$ cat src/rtl/pipe_stage_chain.sv
// Valid/ready register chain with global stall, flush and a bubble-collapsing ready chain.
// Define PIPE_STAGE_CHAIN_SKID_EN to add an input skid register so that in_ready does not depend on out_ready.
module pipe_stage_chain #(
    parameter  int unsigned WIDTH = 32,
    parameter  int unsigned DEPTH = 3,
    localparam int unsigned OCC_W = $clog2(DEPTH + 2)
) (
    input  logic             clk,
    input  logic             rst,
    input  logic             in_valid,
    output logic             in_ready,
    input  logic [WIDTH-1:0] in_data,
    input  logic             stall,
    input  logic             flush,
    output logic             out_valid,
    input  logic             out_ready,
    output logic [WIDTH-1:0] out_data,
    output logic [OCC_W-1:0] occupancy
);

    logic [DEPTH-1:0] v_q;
    logic [DEPTH-1:0] v_n;
    logic [WIDTH-1:0] d_q [DEPTH];
    logic [WIDTH-1:0] d_n [DEPTH];
    logic [DEPTH-1:0] rdy;
    logic             take;
    logic [OCC_W-1:0] occ_n;
`ifdef PIPE_STAGE_CHAIN_SKID_EN
    logic             sv_q;
    logic             sv_n;
    logic [WIDTH-1:0] sd_q;
    logic [WIDTH-1:0] sd_n;
`endif

    // Backward ready chain; a scalar carry keeps the vector free of self-reference.
    always_comb begin : ready_chain
        logic carry;
        carry = out_ready & ~stall;
        rdy   = '0;
        for (int k = DEPTH - 1; k >= 0; k--) begin
            carry  = (~v_q[k] | carry) & ~stall;
            rdy[k] = carry;
        end
    end

`ifdef PIPE_STAGE_CHAIN_SKID_EN
    assign in_ready = ~sv_q & ~stall & ~flush & ~rst;
`else
    assign in_ready = rdy[0] & ~flush & ~rst;
`endif
    assign take      = in_valid & in_ready;
    assign out_valid = v_q[DEPTH-1] & ~stall & ~rst;
    assign out_data  = d_q[DEPTH-1];

    // Next-state: shift where the downstream stage is ready, empty stages keep their payload.
    always_comb begin : next_state
        v_n = v_q;
        d_n = d_q;
`ifdef PIPE_STAGE_CHAIN_SKID_EN
        sv_n = sv_q;
        sd_n = sd_q;
`endif
        for (int k = 1; k < DEPTH; k++) begin
            if (rdy[k]) begin
                v_n[k] = v_q[k-1];
                if (v_q[k-1]) begin
                    d_n[k] = d_q[k-1];
                end
            end
        end
`ifdef PIPE_STAGE_CHAIN_SKID_EN
        // A parked skid entry always enters stage 0 ahead of new input.
        if (rdy[0]) begin
            if (sv_q) begin
                v_n[0] = 1'b1;
                d_n[0] = sd_q;
                sv_n   = 1'b0;
            end else begin
                v_n[0] = take;
                if (take) begin
                    d_n[0] = in_data;
                end
            end
        end else if (take) begin
            sv_n = 1'b1;
            sd_n = in_data;
        end
        if (flush) begin
            sv_n = 1'b0;
        end
        occ_n = OCC_W'(sv_n);
`else
        if (rdy[0]) begin
            v_n[0] = take;
            if (take) begin
                d_n[0] = in_data;
            end
        end
        occ_n = '0;
`endif
        if (flush) begin
            v_n = '0;
        end
        for (int k = 0; k < DEPTH; k++) begin
            occ_n = occ_n + OCC_W'(v_n[k]);
        end
    end

    always_ff @(posedge clk) begin
        if (rst) begin
            v_q       <= '0;
            occupancy <= '0;
            for (int k = 0; k < DEPTH; k++) begin
                d_q[k] <= '0;
            end
`ifdef PIPE_STAGE_CHAIN_SKID_EN
            sv_q <= 1'b0;
            sd_q <= '0;
`endif
        end else begin
            v_q       <= v_n;
            d_q       <= d_n;
            occupancy <= occ_n;
`ifdef PIPE_STAGE_CHAIN_SKID_EN
            sv_q <= sv_n;
            sd_q <= sd_n;
`endif
        end
    end

endmodule

$ cat config.mk
export PLATFORM = sky130hd
export DESIGN_NAME = pipe_stage_chain
export DESIGN_NICKNAME = d
export VERILOG_FILES = /design/src/rtl/pipe_stage_chain.sv
export SDC_FILE = /design/constraint.sdc
export NUM_CORES = 1
export LEC_CHECK = 0
export BUFFER_PORTS_ARGS = -buffer_cell sky130_fd_sc_hd__buf_2
export CAP_MARGIN = 20
export CORE_ASPECT_RATIO = 0.6
export CORE_MARGIN = 3
export CORE_UTILIZATION = 54
export CTS_CLUSTER_SIZE = 16
export DETAILED_ROUTE_END_ITERATION = 7
export PLACE_DENSITY = 0.75
export SYNTH_ARGS = -nofsm -noshare
export SYNTH_HDL_FRONTEND = slang
export SYNTH_SLANG_ARGS = --single-unit
$ cat constraint.sdc
create_clock -name clk -period 2.7 [get_ports clk]
set_clock_uncertainty 0.1 [all_clocks]
set_input_delay 0.27 -clock clk [delete_from_list [all_inputs] [get_ports clk]]
set_output_delay 0.27 -clock clk [all_outputs]
set_load 0.01 [all_outputs]
==> Word level (Yosys, flattened, before mapping) <==
Cells that the tools add are included.
{ "word_totals": {"register_bits": 102, "in_bits": 38, "output_inout_bits": 37, "elab_cells": 32} }
{ "op_classes": {"n_addsub": 2, "n_mux": 4, "bitwise_logic": 18, "n_reduce_logical": 3} }
{ "op_table": {"columns": ["operator", "count"], "rows": [
  ["1-bit bitwise AND", 9],
  ["1-bit inverter", 6],
  ["2-bit AND reduction", 3],
  ["2-bit by 1-bit adder with 3-bit output", 1],
  ["1-bit two-way mux", 3],
  ["3-bit two-way mux", 1],
  ["1-bit bitwise OR", 3],
  ["1-bit by 1-bit adder with 2-bit output", 1]
]} }

==> Depth between registers and ports, before layout <==
Gate-level depths: netlist of run 1.
{ "logic_depth": {"depth_word": 15, "depth_mapped": 7, "ltp_nobuf": 6} }

==> Least setup slack after synthesis of run 1 <==
OpenSTA, ideal clock, no wires.
{ "synth_path": {"path_kind": "input port to flip-flop", "start": "in stall", "end": "reg occupancy[0]", "setup_time_ns": 0.127, "t_arrival_ns": 1.523, "t_required_ns": 2.473, "slack_ns": 0.950, "stages": 5, "n_path_buf": 1, "cell_sequence": "buf_6 or3b_4 a21oi_1 fa_1 nor2b_1"} }
{ "synth_via": {"elab_chain_len": 15, "elab_cells_between_ends": 17, "classes_between": "add/sub: 2; mux: 4; bitwise: 11"} }
{ "synth_rtl": {"columns": ["item", "line_no", "text"], "rows": [
  ["start: declaration", "13", "input logic stall,"],
  ["1-bit inverter *", "38, 41", null],
  ["1-bit bitwise AND", "38", "carry = out_ready & ~stall;"],
  ["1-bit bitwise OR", "41", "carry = (~v_q[k] | carry) & ~stall;"],
  ["1-bit bitwise AND", "41", null],
  ["1-bit bitwise OR", "41", null],
  ["1-bit bitwise AND", "41", null],
  ["1-bit bitwise OR", "41", null],
  ["1-bit bitwise AND *", "41", null],
  ["1-bit bitwise AND (2 in series)", "49", "assign in_ready = rdy[0] & ~flush & ~rst;"],
  ["1-bit bitwise AND", "51", "assign take = in_valid & in_ready;"],
  ["1-bit two-way mux *", "93", "if (rdy[0]) begin"],
  ["3-bit two-way mux *", "101", "if (flush) begin"],
  ["via v_n[0]", "22", "logic [DEPTH-1:0] v_n;"],
  ["1-bit by 1-bit adder with 2-bit output *", "105", "occ_n = occ_n + OCC_W'(v_n[k]);"],
  ["2-bit by 1-bit adder with 3-bit output *", "105", null],
  ["via occ_n[0]", "27", "logic [OCC_W-1:0] occ_n;"],
  ["end signal: assignment", "123", "occupancy <= occ_n;"],
  ["end: declaration", "18", "output logic [OCC_W-1:0] occupancy"]
]} }
Mark *: on every way through the listed nets, which the timed path passes. The rest lies on a longest branch.
A chain may end at the register's enable or synchronous reset.

==> Worst setup path after layout of run 1 <==
{ "layout_path": {"start": "reg v_q[2]", "end": "out in_ready"} }
{ "layout_via": {"elab_chain_len": 9} }
{ "layout_rtl": {"columns": ["item", "line_no", "text"], "rows": [
  ["start: declaration", "21", "logic [DEPTH-1:0] v_q;"],
  ["start signal: assignment", "121", "v_q <= v_n;"],
  ["1-bit inverter", "41", null],
  ["1-bit bitwise OR", "41", null],
  ["1-bit bitwise AND", "41", null],
  ["1-bit bitwise OR", "41", null],
  ["1-bit bitwise AND", "41", null],
  ["1-bit bitwise OR", "41", null],
  ["1-bit bitwise AND", "41", null],
  ["1-bit bitwise AND (2 in series)", "49", null],
  ["end: declaration", "11", "output logic in_ready,"]
]} }
Every way passes these cells.

==> flow_metrics.py, run 1 <==
metrics = {
    "status": {
        "outcome": "finished clean",
    },
    "clock_network": {
        "cts.sinks": 101,
        "cts_tree": "done",
        "ctsResizeCount": 0,
        "numCtsBuffers": 9,
        "h-tree-depth": 3,
        "clock-root-buffer": "clkbuf_16",
        "cts_buffer_depth": 2,
        "cts_hold_buf": 0,
        "post-cts-setup-buffers": 0,
        "insertion_delay_ps": 340,
        "path_clk_slew_ps": 60,
    },
    "critical_path": {
        "end_kind": "output pin",
        "cpMaxStageDelayCell": "o211a_1",
        "r2r_cells": 5,
        "startpoint_type": "flip-flop",
        "critPathArrivalTime_ps": 1970,
        "worstPathRequired_ps": 2330,
        "crit_type": "reg -> out",
        "timing.critical_path.slowest_cell_delay_ps": 540,
        "path_cells": "nor2b_1 > o211a_1 > nor4_1 > buf_2",
        "path_max_fanout": 14,
    },
    "die": {
        "fp.dieH_microns": 72.3,
        "coreArea_sq_mm": 0.00688,
        "dieArea_sq_mm": 0.00842,
        "ios": 75,
        "rows": 23,
        "die_w_microns": 116,
        "initial_utilization": 0.575,
    },
    "yosys": {
        "synth-seq-cells": 101,
        "synth.distinct_cells": 29,
        "syn_area_sq_mm": 0.00395,
        "syn-num-nets": 529,
        "yosys_warnings": 0,
        "seq_area_frac_synth": 0.512,
        "syn_inst": 490,
        "avgSynthCellArea_sq_um": 8.07,
    },
    "route": {
        "wl_per_cell_microns": 14.7,
        "ant_nets": 0,
        "firstDrtPassIters": 4,
        "routed_via_density": 5.35,
        "drt_iter0_markers": 231,
        "num_vias": 3213,
        "totalWireLength_mm": 8.82,
        "drcViolationCount": 0,
    },
    "timing": {
        "setup_viol": 0,
        "tns_ps": 0,
        "max_slew_margin": 0.321,
        "rsz0062_at_grt": "false",
        "worst_slew_pin_slew_ps": 1020,
        "hold_slack_ps": 75.0,
        "finalMaxSlewViolations": 0,
        "fin_crit_sh": 0.867,
        "report.final.hold_viol_count": 0,
        "fmax_ghz": 0.427,
        "fin_crit_ps": 2340,
    },
    "final_layout": {
        "fin_nets": 549,
        "fillers": 662,
        "synthToLayoutAreaGrowth_pct": 10.2,
        "diodes": 0,
        "drive_gt1_frac": 0.193,
    },
    "worst_hold_path": {
        "hold_class": "in -> reg",
        "holdPathStages": 3,
    },
    "placement": {
        "io_buffers": 73,
        "place.gp.congestion": 0.828,
        "detailed_place_hpwl_mm": 5.76,
    },
    "run": {
        "drv_cap": 0,
    },
    "grt": {
        "gr-total-overflow": 0,
        "grt_max_degree": 104,
        "gr-usage-all-layers": 0.221,
        "grt_pass1_wl_mm": 14.4,
        "grt_pass1_vias": 3038,
        "antenna_found_initial": 0,
    },
    "pwr": {
        "power.leakage_nw": 1.62,
        "ir_worst_vdd_mv": 0.471,
        "p_per_area_mw_per_mm2": 662,
    },
}
-- layout by cell type (no fill, tap or decap), drive strengths merged --
cell type and count:
a21oi 100, o211ai 1, a21o 2, a211oi 1
nor2b 5, fa 1, o211a 1, buf 80
inv 1, bufinv 1, or3b 1, nor4 1
dfxtp 101, or2 2, nand3 32, conb 1
nand2 129, nand2b 3, nor3b 1, nor2 2
clkbuf 14, o21ai 34
-- worst paths after layout --
check | slack, ps | from | endpoint
max | 360 | v_q[2] | in_ready
min | 80 | in_data[5] | d_q[69]
max reg2reg | 570 | v_q[2] | occupancy[0]
min reg2reg | 350 | out_data[4] | out_data[4]
-- metrics by stage --
stage               setup WS, ps  cell area (sq um)  power, mW   util  cells
CTS                          373               4360       2.90  0.633    601
finish                       360               4360       2.88  0.633    601
detailed placement           606               4060       1.64  0.591    586
global placement             715               4060       1.64  0.591    586
global route                 202               4360       2.97  0.633    601
floorplan                    950               3950       1.60      -    490
-- cell type report --
type / count / area [sq um] / area share
clock buffer: 14 / 264 / 0.0606
clock inverter: 1 / 30.0 / 0.00689
inverter: 1 / 3.75 / 0.000862
multi-input combinational: 317 / 1490 / 0.343
sequential: 101 / 2020 / 0.464
tap: 87 / 109 / 0.0250
timing repair buffer: 80 / 433 / 0.0994
-- critical path, delay by kind of cell (launching register included) --
| kind | cells | cell delay, ps |
|---|---|---|
| AND/OR/NAND/NOR | 2 | 560 |
| AO/OA/AOI/OAI | 1 | 540 |
| flip-flops | 1 | 340 |
| buffers and inverters | 1 | 190 |
-- state kept, by name, indices dropped and copies added (netlist names) --
register and cells:
v_q 3, d_q 64, out_data 32, occupancy 2
-- cells by family (layout without fill, tap and decap cells) --
kind of cell,Yosys count,count (layout),share of synthesized area
compound gates,139,139,0.181
fa+ha+maj,1,1,0.00507
buf+inv,72,96,0.112
flops,101,101,0.512
other cells,1,1,0.000949
simple gates,176,176,0.190
-- cell usage after synthesis --
library cell	number	share of area
nor2_1	1	0.00095
buf_2	13	0.016
clkbuf_1	18	0.017
nor3b_1	1	0.0019
o21ai_1	29	0.037
or3b_4	1	0.0028
or2_2	1	0.0016
inv_1	1	0.00095
buf_1	1	0.00095
o211ai_1	1	0.0019
clkbuf_2	2	0.0025
or2_4	1	0.0022
a21o_1	2	0.0038
fa_1	1	0.0051
nor4_1	1	0.0016
nor2b_1	5	0.0079
o211a_1	1	0.0025
dfxtp_1	101	0.51
nand3_1	32	0.041
nor2_4	1	0.0028
o21ai_2	1	0.0022
buf_4	33	0.063
o21ai_0	4	0.0051
buf_6	4	0.011
nand2b_1	3	0.0047
nand2_1	129	0.12
a21oi_1	100	0.13
conb_1	1	0.00095
a211oi_1	1	0.0019
-- report_power, final --
group | total [mW] | switching [mW] | internal (mW)
Combinational | 0.101 | 0.0649 | 0.0362
Clock | 1.28 | 0.511 | 0.765
Sequential | 1.51 | 0.00622 | 1.50
-- layer usage --
| layer | up-vias | wire, microns | GRT usage |
|---|---|---|---|
| met5 | - | 0 | 0 |
| met4 | 0 | 153 | 0.0798 |
| met3 | 14 | 596 | 0.0642 |
| met2 | 90 | 3780 | 0.327 |
| met1 | 1481 | 4290 | 0.309 |
| li1 | 1628 | - | - |
(Power assumes the default switching activity.)
==> run 2: changes to the inputs <==
- CORE_UTILIZATION: 54 -> 59
- PLACE_DENSITY: 0.75 -> 0.81
==> flow_metrics.py, run 2 (synthesized netlist as in run 1, its figures left out) <==
metrics = {
    "route": {
        "drcViolationCount": 0,
        "totalWireLength_mm": 8.34,
        "wl_per_cell_microns": 13.9,
        "num_vias": 3197,
        "ant_nets": 0,
        "drt_iter0_markers": 238,
        "firstDrtPassIters": 4,
        "routed_via_density": 5.32,
    },
    "pwr": {
        "power.leakage_nw": 1.58,
        "p_sw_frac": 0.216,
        "combPwrFrac": 0.039,
        "p_per_area_mw_per_mm2": 595,
        "intPower_mw": 1.99,
        "p_switching_uw": 549,
        "p_clk_frac": 0.367,
        "pwr-share-seq": 0.594,
        "ir_worst_vdd_mv": 0.349,
    },
    "clock_network": {
        "cts.sinks": 101,
        "h-tree-depth": 3,
        "insertion_delay_ps": 370,
        "path_clk_slew_ps": 90,
        "cts_hold_buf": 0,
        "post-cts-setup-buffers": 0,
        "clock-root-buffer": "clkbuf_8",
        "cts_buffer_depth": 2,
        "cts_tree": "done",
        "numCtsBuffers": 9,
        "ctsResizeCount": 0,
    },
    "critical_path": {
        "crit_type": "reg -> out",
        "path_cells": "nor2b_1 > o211a_1 > nor4_1 > buf_2",
        "critPathTopFamily": "simple AND/OR/NAND/NOR gates",
        "end_kind": "output pin",
        "startpoint_type": "flip-flop",
        "critPathArrivalTime_ps": 2000,
        "path_max_fanout": 15,
        "timing.critical_path.buf_inv": 1,
        "cpMaxStageDelayCell": "o211a_1",
        "timing.critical_path.slowest_cell_delay_ps": 510,
        "worstPathRequired_ps": 2330,
        "timing.reg2reg.setup_slack_ps": 580,
    },
    "final_layout": {
        "seqCellArea_sq_mm": 0.00202,
        "fin_nets": 551,
        "synthToLayoutAreaGrowth_pct": 7.91,
        "diodes": 0,
        "fillers": 549,
        "regMostFlops": "d_q",
        "layout_common_cells": "129 x nand2_1, 101 x dfxtp_1, 99 x a21oi_1",
        "layout_commonest_cell": "nand2_1",
        "final_core_util": 0.677,
        "largest_reg_flops": 64,
        "stdcell_count": 601,
        "drive_gt1_frac": 0.199,
        "multi_input_area_sq_mm": 0.00149,
    },
    "grt": {
        "gr-total-overflow": 0,
        "grt_max_degree": 104,
        "antenna_found_initial": 0,
        "grt_pass1_vias": 3015,
        "grt_pass1_wl_mm": 14.1,
        "gr-usage-all-layers": 0.226,
    },
    "die": {
        "fp.dieH_microns": 69.4,
        "dieArea_sq_mm": 0.00775,
        "ios": 75,
        "coreArea_sq_mm": 0.00630,
        "rows": 22,
        "initial_utilization": 0.627,
        "die_w_microns": 112,
    },
    "timing": {
        "fmax_ghz": 0.421,
        "max_slew_margin": 0.335,
        "tns_ps": 0,
        "report.final.hold_viol_count": 0,
        "fin_crit_sh": 0.879,
        "fin_crit_ps": 2370,
        "setup_viol": 0,
        "worst_slew_pin_slew_ps": 998,
        "finalMaxSlewViolations": 0,
        "hold_slack_ps": 41.8,
        "fin_ws_ps": 326,
        "rsz0062_at_grt": "false",
    },
    "worst_hold_path": {
        "hold_class": "in -> reg",
    },
    "run": {
        "drv_cap": 0,
    },
    "placement": {
        "detailed_place_hpwl_mm": 5.56,
        "place_ws_ps": 582,
        "dpl.cell_count": 585,
        "io_buffers": 73,
        "place.gp.congestion": 0.910,
    },
    "status": {
        "outcome": "finished clean",
    },
}
run 2: changes by cell type in the layout (fill, tap and decap cells not counted), sizes merged:
cell      previous run  this run
clkinv               0         2
clkinvlp             0         1
clkbuf              14        12
buf                 80        82
run 2: cell type report:
class / count / share of cell area
multi-input cells: 317 / 0.350
well taps: 84 / 0.0246
clock buffers: 12 / 0.0340
flip-flops and latches: 101 / 0.474
clock inverters: 4 / 0.0111
inverters: 1 / 0.000880
repair buffers: 82 / 0.105
run 2: worst paths after layout:
check	from	endpoint	cells after the start
worst max-delay path	v_q[2]	in_ready	4
worst min register to register	d_q[44]	out_data[12]	2
worst min-delay path	in_data[6]	d_q[70]	3
worst max register to register	v_q[2]	d_q[81]	5
run 2: through the flow:
step / power [mW] / cell area, sq um
detailed placement: 1.64 / 4070
floorplan: 1.60 / 3950
global route: 2.64 / 4270
CTS: 2.56 / 4270
global placement: 1.64 / 4070
finish: 2.54 / 4270
run 2: power by group through the flow:
| stage | registers [mW] | logic (mW) | clock network (mW) |
|---|---|---|---|
| floorplan | 1.54 | 0.0597 | 0 |
| global placement | 1.54 | 0.0967 | 0 |
| detailed placement | 1.54 | 0.0991 | 0 |
| CTS | 1.51 | 0.0998 | 0.957 |
| global route | 1.51 | 0.111 | 1.02 |
| finish | 1.51 | 0.100 | 0.931 |
run 2: worst register-to-register path: cells and delay by family (launching register included):
family                 cells  cell delay (ps)
buffers and inverters      1              340
AND/OR/NAND/NOR            1              490
AO/OA/AOI/OAI              3              770
flip-flops                 1              340
run 2: metal layers:
metal,part of all wire,global-route usage,vias to the layer above
li1,-,-,1634
met1,0.47,0.320,1446
met2,0.43,0.322,102
met3,0.078,0.0767,15
met4,0.016,0.0783,0
met5,0,0,-
==> run 3: changes to the inputs <==
- CORE_UTILIZATION: 59 -> 43
- PLACE_DENSITY: 0.81 -> default
==> flow_metrics.py, run 3 (synthesized netlist as in run 1, its figures left out) <==
metrics = {
    "final_layout": {
        "final_core_util": 0.510,
        "stdcell_count": 628,
        "final_area_sq_mm": 0.00445,
        "synthToLayoutAreaGrowth_pct": 12.5,
        "regMostFlops": "d_q",
        "largest_reg_flops": 64,
        "fillers": 861,
        "layout_common_cells": "129 x nand2_1, 101 x dfxtp_1, 99 x a21oi_1",
        "diodes": 0,
        "drive_gt1_frac": 0.202,
        "layout_commonest_cell": "nand2_1",
        "fin_nets": 550,
    },
    "die": {
        "rows": 26,
        "initial_utilization": 0.453,
        "coreArea_sq_mm": 0.00872,
        "die_w_microns": 130,
        "fp.dieH_microns": 80.3,
        "ios": 75,
        "dieArea_sq_mm": 0.0104,
    },
    "timing": {
        "fin_crit_sh": 0.873,
        "finalMaxSlewViolations": 0,
        "fin_crit_ps": 2360,
        "hold_slack_ps": 66.9,
        "max_slew_margin": 0.296,
        "worst_slew_pin_slew_ps": 1060,
        "setup_viol": 0,
        "fmax_ghz": 0.424,
        "report.final.hold_viol_count": 0,
        "rsz0062_at_grt": "false",
        "tns_ps": 0,
    },
    "route": {
        "wl_per_cell_microns": 14.3,
        "routed_via_density": 5.03,
        "route.met3.wl_microns": 546,
        "num_vias": 3157,
        "drt_iter0_markers": 185,
        "met1Wirelength_mm": 4.79,
        "totalWireLength_mm": 9.00,
        "drcViolationCount": 0,
        "firstDrtPassIters": 4,
        "ant_nets": 0,
        "highest_layer": "met4",
        "dr_wl_met2_mm": 3.59,
    },
    "pwr": {
        "ir_worst_vdd_mv": 0.321,
        "power.leakage_nw": 1.65,
        "p_switching_uw": 629,
        "combPwrFrac": 0.033,
        "p_clk_frac": 0.469,
        "intPower_mw": 2.40,
        "p_per_area_mw_per_mm2": 682,
        "pwr-share-seq": 0.497,
        "p_sw_frac": 0.208,
    },
    "clock_network": {
        "cts_tree": "done",
        "post-cts-setup-buffers": 0,
        "path_clk_slew_ps": 70,
        "numCtsBuffers": 9,
        "cts_hold_buf": 0,
        "h-tree-depth": 3,
        "cts_buffer_depth": 2,
        "ctsResizeCount": 0,
        "clock-root-buffer": "clkbuf_16",
        "insertion_delay_ps": 340,
        "cts.sinks": 101,
    },
    "placement": {
        "placed_cell_area_sq_mm": 0.00411,
        "dpl.cell_count": 612,
        "io_buffers": 73,
        "detailed_place_hpwl_mm": 5.86,
        "place.gp.congestion": 0.823,
    },
    "critical_path": {
        "path_cells": "nor2b_1 > o211a_1 > nor4_1 > buf_2",
        "cpMaxStageDelayCell": "o211a_1",
        "end_kind": "output pin",
        "path_max_fanout": 15,
        "critPathArrivalTime_ps": 1990,
        "worstPathRequired_ps": 2330,
        "timing.critical_path.slowest_cell_delay_ps": 550,
        "startpoint_type": "flip-flop",
        "crit_type": "reg -> out",
    },
    "grt": {
        "grt_max_degree": 104,
        "antenna_found_initial": 0,
        "grt_pass1_wl_mm": 14.8,
        "gr-usage-all-layers": 0.182,
        "gr-total-overflow": 0,
        "grt_pass1_vias": 3024,
    },
    "status": {
        "outcome": "finished clean",
    },
    "worst_hold_path": {
        "hold_class": "in -> reg",
    },
    "run": {
        "drv_cap": 0,
    },
}
-- run 3: changes by cell type in the layout (fill, tap and decap cells not counted), sizes merged --
cell | before | now
clkbuf | 12 | 11
bufinv | 1 | 2
clkinv | 2 | 1
buf | 82 | 81
inv | 1 | 2
-- run 3: worst paths after layout --
path	cells past startpoint	startpoint	slack (ps)	endpoint
hold / removal	3	in_data[4]	70	d_q[68]
hold reg to reg	2	d_q[55]	350	out_data[23]
setup / recovery	4	v_q[2]	340	in_ready
setup reg to reg	6	v_q[2]	590	occupancy[0]
-- run 3: final cells by class --
class                   instances  area [sq um]  area share
flip-flops and latches        101          2020       0.455
well taps                     112           140      0.0315
clock inverters                 5          81.3      0.0183
multi-input cells             317          1490       0.336
repair buffers                 81           453       0.102
inverters                       1          3.75    0.000844
clock buffers                  11           253      0.0568
-- run 3: per-layer routing --
layer	GRT usage	vias to the layer above
li1	-	1630
met1	0.263	1447
met2	0.257	72
met3	0.0678	8
met4	0.0373	0
met5	0	-
-- run 3: worst max-delay path, delay by kind of cell (launching register included) --
family / cells / cell delay, ps
and+or+nand+nor: 2 / 570
AOI/OAI and AO/OA: 1 / 550
DFF: 1 / 340
buffers and inverters: 1 / 190
-- run 3: stage by stage --
step	setup slack, ps	total power [mW]
detailed placement	569	1.64
CTS	292	3.07
finish	343	3.03
global placement	700	1.64
global route	129	3.14
floorplan	950	1.60
-- run 3: power by group through the flow --
stage / Sequential (mW) / Clock (mW) / Combinational [mW]
floorplan: 1.54 / 0 / 0.0597
global placement: 1.54 / 0 / 0.0997
detailed placement: 1.54 / 0 / 0.101
CTS: 1.51 / 1.46 / 0.101
global route: 1.51 / 1.52 / 0.112
finish: 1.51 / 1.42 / 0.101
